<file path="src/rtl/series_cal_if.sv">
// Request/result bundle for series_cal: operand and mode in, saturated result plus status out.
interface series_cal_if #(parameter int W = 16);
  logic         start;
  logic         mode;
  logic [W-1:0] inX;
  logic [W:0]   result;
  logic         busy;
  logic         ready;
  logic [3:0]   term_idx;

  modport master (output start, mode, inX, input result, busy, ready, term_idx);
  modport slave  (input start, mode, inX, output result, busy, ready, term_idx);
endinterface

</file>
<file path="src/rtl/series_cal.sv">
// Taylor-series cosh/sinh of a signed fixed-point operand; result valid 2*TERMS+1 cycles after start.
// Starts arriving while a computation is in flight are dropped, so the requester must wait for ready.
module series_cal #(
  parameter int W     = 16,
  parameter int FRAC  = 14,
  parameter int TERMS = 8
) (
  input  logic        clock,
  input  logic        reset,
  series_cal_if.slave bus
);
  localparam int PW = 2*W + FRAC + 8;
  localparam logic [3:0] K_LAST = 4'(TERMS - 1);

  typedef enum logic [2:0] {IDLE, LOAD, ACC, POW, DONE} state_t;

  state_t                r_state, w_next;
  logic signed [W-1:0]   r_x;
  logic                  r_m;
  logic signed [W+1:0]   r_x2, r_pow;
  logic signed [W+3:0]   r_acc;
  logic [3:0]            r_k;
  logic [W:0]            r_result;

  // round(2^FRAC / n!) half up; successive floor divisions equal one floor division by n!.
  function automatic logic [63:0] coef_f(input int n);
    logic [63:0] q;
    q = 64'd1 << (FRAC + 1);
    for (int i = 2; i <= n; i++) q = q / 64'(i);
    return (q + 64'd1) >> 1;
  endfunction

  logic [FRAC:0] w_rom [2][16];
  for (genvar g = 0; g < 16; g++) begin : g_rom
    localparam logic [63:0] C0 = coef_f(2*g);
    localparam logic [63:0] C1 = coef_f(2*g + 1);
    assign w_rom[0][g] = C0[FRAC:0];
    assign w_rom[1][g] = C1[FRAC:0];
  end

  logic [FRAC:0]         w_coef;
  logic signed [PW-1:0]  w_xe, w_powe, w_x2e, w_coefe, w_sq, w_pp, w_pc;
  logic signed [W+3:0]   w_sum;
  logic [W:0]            w_sat;
  logic                  w_unused;

  assign w_coef  = w_rom[r_m][r_k];
  assign w_xe    = {{(PW-W){r_x[W-1]}}, r_x};
  assign w_powe  = {{(PW-W-2){r_pow[W+1]}}, r_pow};
  assign w_x2e   = {{(PW-W-2){r_x2[W+1]}}, r_x2};
  assign w_coefe = {{(PW-FRAC-1){1'b0}}, w_coef};
  assign w_sq    = w_xe * w_xe;
  assign w_pp    = w_powe * w_x2e;
  assign w_pc    = w_powe * w_coefe;
  // Slicing at FRAC is the arithmetic shift followed by truncation to the register width.
  assign w_sum   = r_acc + w_pc[FRAC +: W+4];
  assign w_unused = ^{w_sq[FRAC-1:0], w_sq[PW-1:FRAC+W+2], w_pp[FRAC-1:0],
                      w_pp[PW-1:FRAC+W+2], w_pc[FRAC-1:0], w_pc[PW-1:FRAC+W+4]};

  always_comb begin
    w_sat = w_sum[W:0];
    if (w_sum[W+3:W] != 4'b0000 && w_sum[W+3:W] != 4'b1111)
      w_sat = w_sum[W+3] ? {1'b1, {W{1'b0}}} : {1'b0, {W{1'b1}}};
  end

  always_comb begin
    w_next = r_state;
    case (r_state)
      IDLE:    if (bus.start) w_next = LOAD;
      LOAD:    w_next = ACC;
      ACC:     w_next = (r_k == K_LAST) ? DONE : POW;
      POW:     w_next = ACC;
      DONE:    w_next = IDLE;
      default: w_next = IDLE;
    endcase
  end

  always_ff @(posedge clock) begin
    if (!reset) begin
      r_state  <= IDLE;
      r_x      <= '0;
      r_m      <= 1'b0;
      r_x2     <= '0;
      r_pow    <= '0;
      r_acc    <= '0;
      r_k      <= '0;
      r_result <= '0;
    end else begin
      r_state <= w_next;
      case (r_state)
        IDLE: if (bus.start) begin
          r_x <= $signed(bus.inX);
          r_m <= bus.mode;
        end
        LOAD: begin
          r_x2  <= w_sq[FRAC +: W+2];
          r_pow <= r_m ? {{2{r_x[W-1]}}, r_x} : (W+2)'(1) << FRAC;
          r_acc <= '0;
          r_k   <= '0;
        end
        ACC: begin
          r_acc <= w_sum;
          // Capture on the final term so the result is already stable while ready is high.
          if (r_k == K_LAST) r_result <= w_sat;
        end
        POW: begin
          r_pow <= w_pp[FRAC +: W+2];
          r_k   <= r_k + 4'd1;
        end
        default: ;
      endcase
    end
  end

  assign bus.result   = r_result;
  assign bus.busy     = (r_state == LOAD) || (r_state == ACC) || (r_state == POW);
  assign bus.ready    = (r_state == DONE);
  assign bus.term_idx = r_k;
endmodule

</file>
<file path="src/flat_wrapper.sv">
// flat-port wrapper written by rule: the top's interface ports become plain ports
module series_cal_flat 
#(
  parameter int W     = 16,
  parameter int FRAC  = 14,
  parameter int TERMS = 8
)
  (clock, reset, bus_start, bus_mode, bus_inX, bus_result, bus_busy, bus_ready, bus_term_idx);
  series_cal_if #(.W(W)) bus_i ();
  input  logic clock;
  input  logic reset;
  input wire logic [$bits(bus_i.start)-1:0] bus_start;
  input wire logic [$bits(bus_i.mode)-1:0] bus_mode;
  input wire logic [$bits(bus_i.inX)-1:0] bus_inX;
  output wire logic [$bits(bus_i.result)-1:0] bus_result;
  output wire logic [$bits(bus_i.busy)-1:0] bus_busy;
  output wire logic [$bits(bus_i.ready)-1:0] bus_ready;
  output wire logic [$bits(bus_i.term_idx)-1:0] bus_term_idx;
  assign bus_i.start = bus_start;
  assign bus_i.mode = bus_mode;
  assign bus_i.inX = bus_inX;
  assign bus_result = bus_i.result;
  assign bus_busy = bus_i.busy;
  assign bus_ready = bus_i.ready;
  assign bus_term_idx = bus_i.term_idx;
  series_cal #(.W(W), .FRAC(FRAC), .TERMS(TERMS)) u_core (.clock(clock), .reset(reset), .bus(bus_i));
endmodule
</file>
<file path="config.mk">
export PLATFORM = sky130hd
export DESIGN_NAME = series_cal_flat
export DESIGN_NICKNAME = d
export VERILOG_FILES = /design/src/rtl/series_cal_if.sv /design/src/rtl/series_cal.sv /design/src/flat_wrapper.sv
export SDC_FILE = /design/constraint.sdc
export NUM_CORES = 2
export LEC_CHECK = 0
export CAP_MARGIN = 10
export CORE_UTILIZATION = 57
export CTS_BUF_LIST = sky130_fd_sc_hd__clkbuf_8 sky130_fd_sc_hd__clkbuf_16
export DETAILED_ROUTE_END_ITERATION = 8
export PLACE_DENSITY_LB_ADDON = 0.05
export REMOVE_ABC_BUFFERS = 1
export SYNTH_ARGS = -nofsm -noshare
export SYNTH_HDL_FRONTEND = slang
export SYNTH_SLANG_ARGS = --single-unit
</file>
<file path="constraint.sdc">
create_clock -name clock -period 11.2 [get_ports clock]
set_input_delay 2.24 -clock clock [delete_from_list [all_inputs] [get_ports clock]]
set_output_delay 2.24 -clock clock [all_outputs]
set_load 0.005 [all_outputs]
</file>
# Yosys cells after proc, flatten, opt, wreduce, memory -nomap -nowiden
# Cells that the tools add are included.
# totals
regBits	97
out_inout_bits	23
# op_classes
add_sub_neg	2
multipliers	3
magnitude_cmp	2
eq_ne	7
n_mux	15
n_bitwise	2
reduce_logical	10
# ops
cell	count
two-way mux 240 bit	2
two-way mux 224 bit	1
binary-select mux 15 bit (select 4 bit)	1
one-hot mux 20 bit (2 select lines)	1
one-hot mux 18 bit (2 select lines)	1
multiplier 18 x 16 -> 34 bit	1
two-way mux 17 bit	2
multiplier 16 x 16 -> 32 bit	1
multiplier 18 x 18 -> 32 bit	1
two-way mux 15 bit	2
adder 20 bit	1
two-way mux 18 bit	1
one-hot mux 3 bit (3 select lines)	1
one-hot mux 4 bit (2 select lines)	1
== test 3 x 2 -> 1 bit (second input constant)	2
two-way mux 3 bit	2
greater-or-equal comparator 5 bit (second input constant)	1
inverter 4 -> 5 bit	1
adder 4 x 1 -> 4 bit (second input constant)	1
== test 4 x 3 -> 1 bit (second input constant)	1
inequality test 4 bit (second input constant)	1
AND reduction 2 bit	2
nonzero test 2 bit	2
nonzero test 4 bit	1
9 further kinds	10

# Logic depth before layout (Yosys ltp)
# logic_depth
ltp_word	12
mapped_depth	41
ltp_nobuf	39

# Worst setup path after synthesis
# No wires, ideal clock.
# synth_timing
path_type	reg-to-reg
from	register u_core.r_k[1], in the netlist u_core.bus.term_idx[1]
to	register u_core.r_result[5], in the netlist u_core.bus.result[5]
arrival_time_ns	9.504
required_ns	11.081
setup_slack_ns	1.577
stages_incl_launch_ff	38
n_path_buf	3
synth_period_minus_slack_ns	9.623
cell_sequence	dfxtp_1 -> clkbuf_1 -> nand2_1 -> nor4_1 -> clkbuf_1 -> nand2_1 -> fa_1 -> fa_1 -> inv_1 -> fa_1 -> fa_1 -> fa_1 -> inv_1 -> fa_1 -> inv_1 -> ha_1 -> a21oi_1 -> a21boi_0 -> [2 not listed] -> o21a_1 -> o21a_1 -> o21ai_0 -> nand2b_1 -> a21oi_1 -> xnor2_1 -> ha_1 -> nand2_1 -> o21bai_1 -> a2111oi_0 -> a21oi_1 -> a32o_1 -> o41a_1 -> xor2_1 -> nor4_4 -> buf_6 -> a21oi_1 -> o221a_2
# synth_between
elab_chain_cells	9
elab_cells_between_ends	13
classes_between	add/sub (1); mul (1); eq/ne (2); mux (5); bitwise (1); reduce/logical (3)
# synth_rtl
item	line	text
start, declared	series_cal.sv:22	logic [3:0] r_k;
start signal, assigned	series_cal.sv:108	r_k <= r_k + 4'd1;
inverter 4 -> 5 bit (not written as such)	series_cal.sv:47	assign w_coef = w_rom[r_m][r_k];
binary-select mux 15 bit (select 4 bit)	series_cal.sv:47	
two-way mux 15 bit (not written as such) (2 in series)	series_cal.sv:47	
multiplier 18 x 16 -> 34 bit	series_cal.sv:54	assign w_pc = w_powe * w_coefe;
adder 20 bit	series_cal.sv:56	assign w_sum = r_acc + w_pc[FRAC +: W+4];
inequality test 4 bit / nonzero test 4 bit (equally long branches)	series_cal.sv:62	if (w_sum[W+3:W] != 4'b0000 && w_sum[W+3:W] != 4'b1111)
logical AND 1 bit	series_cal.sv:62	
two-way mux 17 bit	series_cal.sv:62	
end signal, assigned	series_cal.sv:104	if (r_k == K_LAST) r_result <= w_sat;
end, declared	series_cal.sv:23	logic [W:0] r_result;
# Several ways; a longest one is shown, not always the timed one. The select of a mux whose other input is x is not followed.
# A chain may end at the register's enable or synchronous reset.

# Worst setup path after layout
# layout_timing
from	register u_core.r_k[1], in the netlist u_core.bus.term_idx[1]
to	register u_core.r_result[2], in the netlist u_core.bus.result[2]
# Same word-level chain as after synthesis.

==> metrics.csv <==
metric,value,unit
period_minus_slack,10600,ps
dr.pass1.iters,5,
grtUsageMet3,3.85,%
hpwl,62900,um
startpoint_type,flip-flop,
leakagePower,16.4,nW
use_met1,40.6,%
synth_top_family_by_area,adder cells,
critPathMaxStageDelay,740,ps
io_pins,43,
cts_setup_buffers,0,
yosys-mux-area-fraction,0.0789,%
cap_violations,0,
path_class,flip-flop to flip-flop,
crit_path_end_kind,flip-flop,
synth_cell_types,79,
reg2reg_slack,600,ps
grt-ovfl-total,0,
fin_crit_sh,94.7,%
htreeDepth,3,
cp.required,11500,ps
rsz0062_at_grt,false,
hold_start,u_core.r_x2[15],
routed_via_density,5.39,
synthesis.area,0.0317,sq mm
synth-xor-area-share,3.02,%
area_growth,4.75,%
critPathMaxFanout,19,
status,"complete, no violations",
finalWorstSetupSlack,596,ps
grt_antenna_before_repair,2,
drv_slew,0,
drc,0,
gp_congestion,0.892,
crit_top_cell,fa_1,
min_to,u_core.r_x2[15],
met2_usage,49.5,%
rr_worst_depth,35,
grt_pass1_wl,129000,um
clk_pin_slew,90,ps
clk_path_buf_depth,2,
core,0.0550,sq mm
slowest_stage,a31oi_2,
vias,22500,
fin_nets,4497,
critPathTopFamily,compound AO/OA/AOI/OAI gates,
grt_start_max_net_pins,76,
powerDensity,37.4,mW/mm^2
setup_viol,0,
holdPathStages,2,
ctsHoldBuffers,0,
start_util,57.6,%
wire_per_inst,18.7,um
clock.fmax,94.3,MHz
fin_skew,14.4,ps
die_h,238,um
drive_gt1_share,3.49,%
power,1.24,mW
n_fill_cell,4859,
drt_iter0_markers,1273,
multi_input_area,0.0259,sq mm
cts_resized,0,
ys_ff_latch,97,
yosys_warnings,0,
synth_edf_count,0,
routed_wirelength,78200,um
grt_usage,29.7,%
port_buffers,42,
layout_commonest_cell,inv_1,
hold_viol,0,
ys.flop_type,dfxtp_1,
clockRootBuffer,clkbuf_16,
busiest_layer,met2,
grt_pass1_vias,24300,
synth-compound-area-share,6.94,%
vdd_drop_max,61.9,uV
reg2reg_from,u_core.bus.term_idx[1],
async_reset_ff_share,0,%
clock-sinks,97,
path_buf_inv,4,
min_path_type,flip-flop to flip-flop,
cts_tree,done,
preCtsSetupSlack,789,ps
tightest_slew,1190,ps
final_cell_mix,"inv_1 (889), fa_1 (722), nand2_1 (390), ha_1 (325), and2_1 (216)",
synth_simple_gate_area_share,13.0,%
worstPathArrival,10910,ps
die_area,0.0566,sq mm
numCtsBuffers,9,
slew_headroom,20.6,%
r2r-end,u_core.bus.result[2],
syn_avg_cell_area,9.14,sq um
seqCellArea,0.00194,sq mm
ant_nets,0,
synth_fa_ha_area_share,58.4,%
clk_latency,410,ps
die_w,238,um
rows,86,
syn_inst,3469,
ys_seq_area_share,6.13,%
layout make-up:
type	count	area share, %
Multi-Input combinational cell	2336	77.9
Inverter	891	10.1
Sequential cell	97	5.85
Tap cell	748	2.82
Timing Repair Buffer	95	2.46
Clock buffer	11	0.761
Clock inverter	5	0.170
Antenna cell	1	0.00754
how the worst max path moves through the flow:
stage	start	end	slack [ps]	cells past startpoint
2_1_floorplan	u_core.r_m	u_core.bus.result[3]	-80	30
3_3_place_gp	u_core.bus.term_idx[1]	u_core.bus.result[2]	990	35
3_5_place_dp	u_core.r_m	u_core.bus.result[2]	790	30
4_1_cts	u_core.r_m	u_core.bus.result[2]	740	30
5_1_grt	u_core.r_m	u_core.bus.result[2]	50	30
6_report	u_core.bus.term_idx[1]	u_core.bus.result[2]	600	35
worst register-to-register path, delay by kind of cell (launching register included):
| kind | cells | cell delay [ps] |
|---|---|---|
| simple gates | 5 | 1230 |
| buf+inv | 4 | 420 |
| compound gates | 16 | 4340 |
| xor+xnor | 2 | 360 |
| flops | 1 | 530 |
| fa+ha+maj | 8 | 3630 |
logic make-up after synthesis:
kind of cell | count (synthesis)
adders and majority gates | 1047
buffers and inverters | 1036
and+or+nand+nor | 866
AOI/OAI and AO/OA | 314
xor gates and xnor gates | 107
DFF | 97
muxes | 2
routing by layer:
layer / share of wire [%] / routed length, um / vias to the layer above
met5: 0 / 0 / -
met4: 2.6 / 2020 / 0
met3: 5.9 / 4650 / 86
met2: 48 / 37800 / 627
met1: 43 / 33800 / 11600
li1: - / - / 10300
synthesized netlist by cell type (5+ instances only):
cell	number	area share [%]
xor2_1	33	0.91
inv_1	890	11
a21boi_0	5	0.12
ha_1	325	13
or2_2	9	0.18
nand2_1	390	4.6
and2_1	216	4.3
fa_1	722	46
o21a_1	10	0.24
and3_1	5	0.099
o21ai_0	34	0.54
a211oi_1	7	0.17
o221a_2	8	0.28
a222oi_1	11	0.35
o221a_1	8	0.28
a22oi_1	16	0.38
nand4_1	9	0.18
buf_1	7	0.083
nor3_1	15	0.24
a21o_1	22	0.52
a21oi_2	6	0.17
or3_1	7	0.14
xnor2_1	73	2.0
nand2b_1	31	0.61
dfxtp_1	97	6.1
nor2b_1	10	0.20
nand3_1	33	0.52
o21bai_1	10	0.24
nor2_1	121	1.4
a21oi_1	125	2.0
clkbuf_1	133	1.6
power breakdown:
group / leakage (nW) / switching, mW / internal, mW
clock: 0.153 / 0.192 / 0.170
combinational: 15.5 / 0.294 / 0.184
sequential: 0.785 / 0.0462 / 0.356
flip-flops by register name (all words and copies together) (netlist names):
register / flops
u_core.bus.result: 17
u_core.bus.term_idx: 4
u_core.r_acc: 20
u_core.r_m: 1
u_core.r_pow: 18
u_core.r_state: 3
u_core.r_x: 16
u_core.r_x2: 18
per-stage QoR:
stage / instances / TNS (ps) / hold WS [ps] / cell area, sq um / util [%]
finish: 4184 / 0 / 465 / 33200 / 60.4
global placement: 4167 / 0 / 445 / 32900 / 59.8
CTS: 4183 / 0 / 466 / 33200 / 60.4
detailed placement: 4167 / 0 / 457 / 32900 / 59.8
global route: 4183 / 0 / 501 / 33200 / 60.4
floorplan: 3324 / -665 / 461 / 31100 / -
Note: power is estimated with default switching activity, not from simulation.
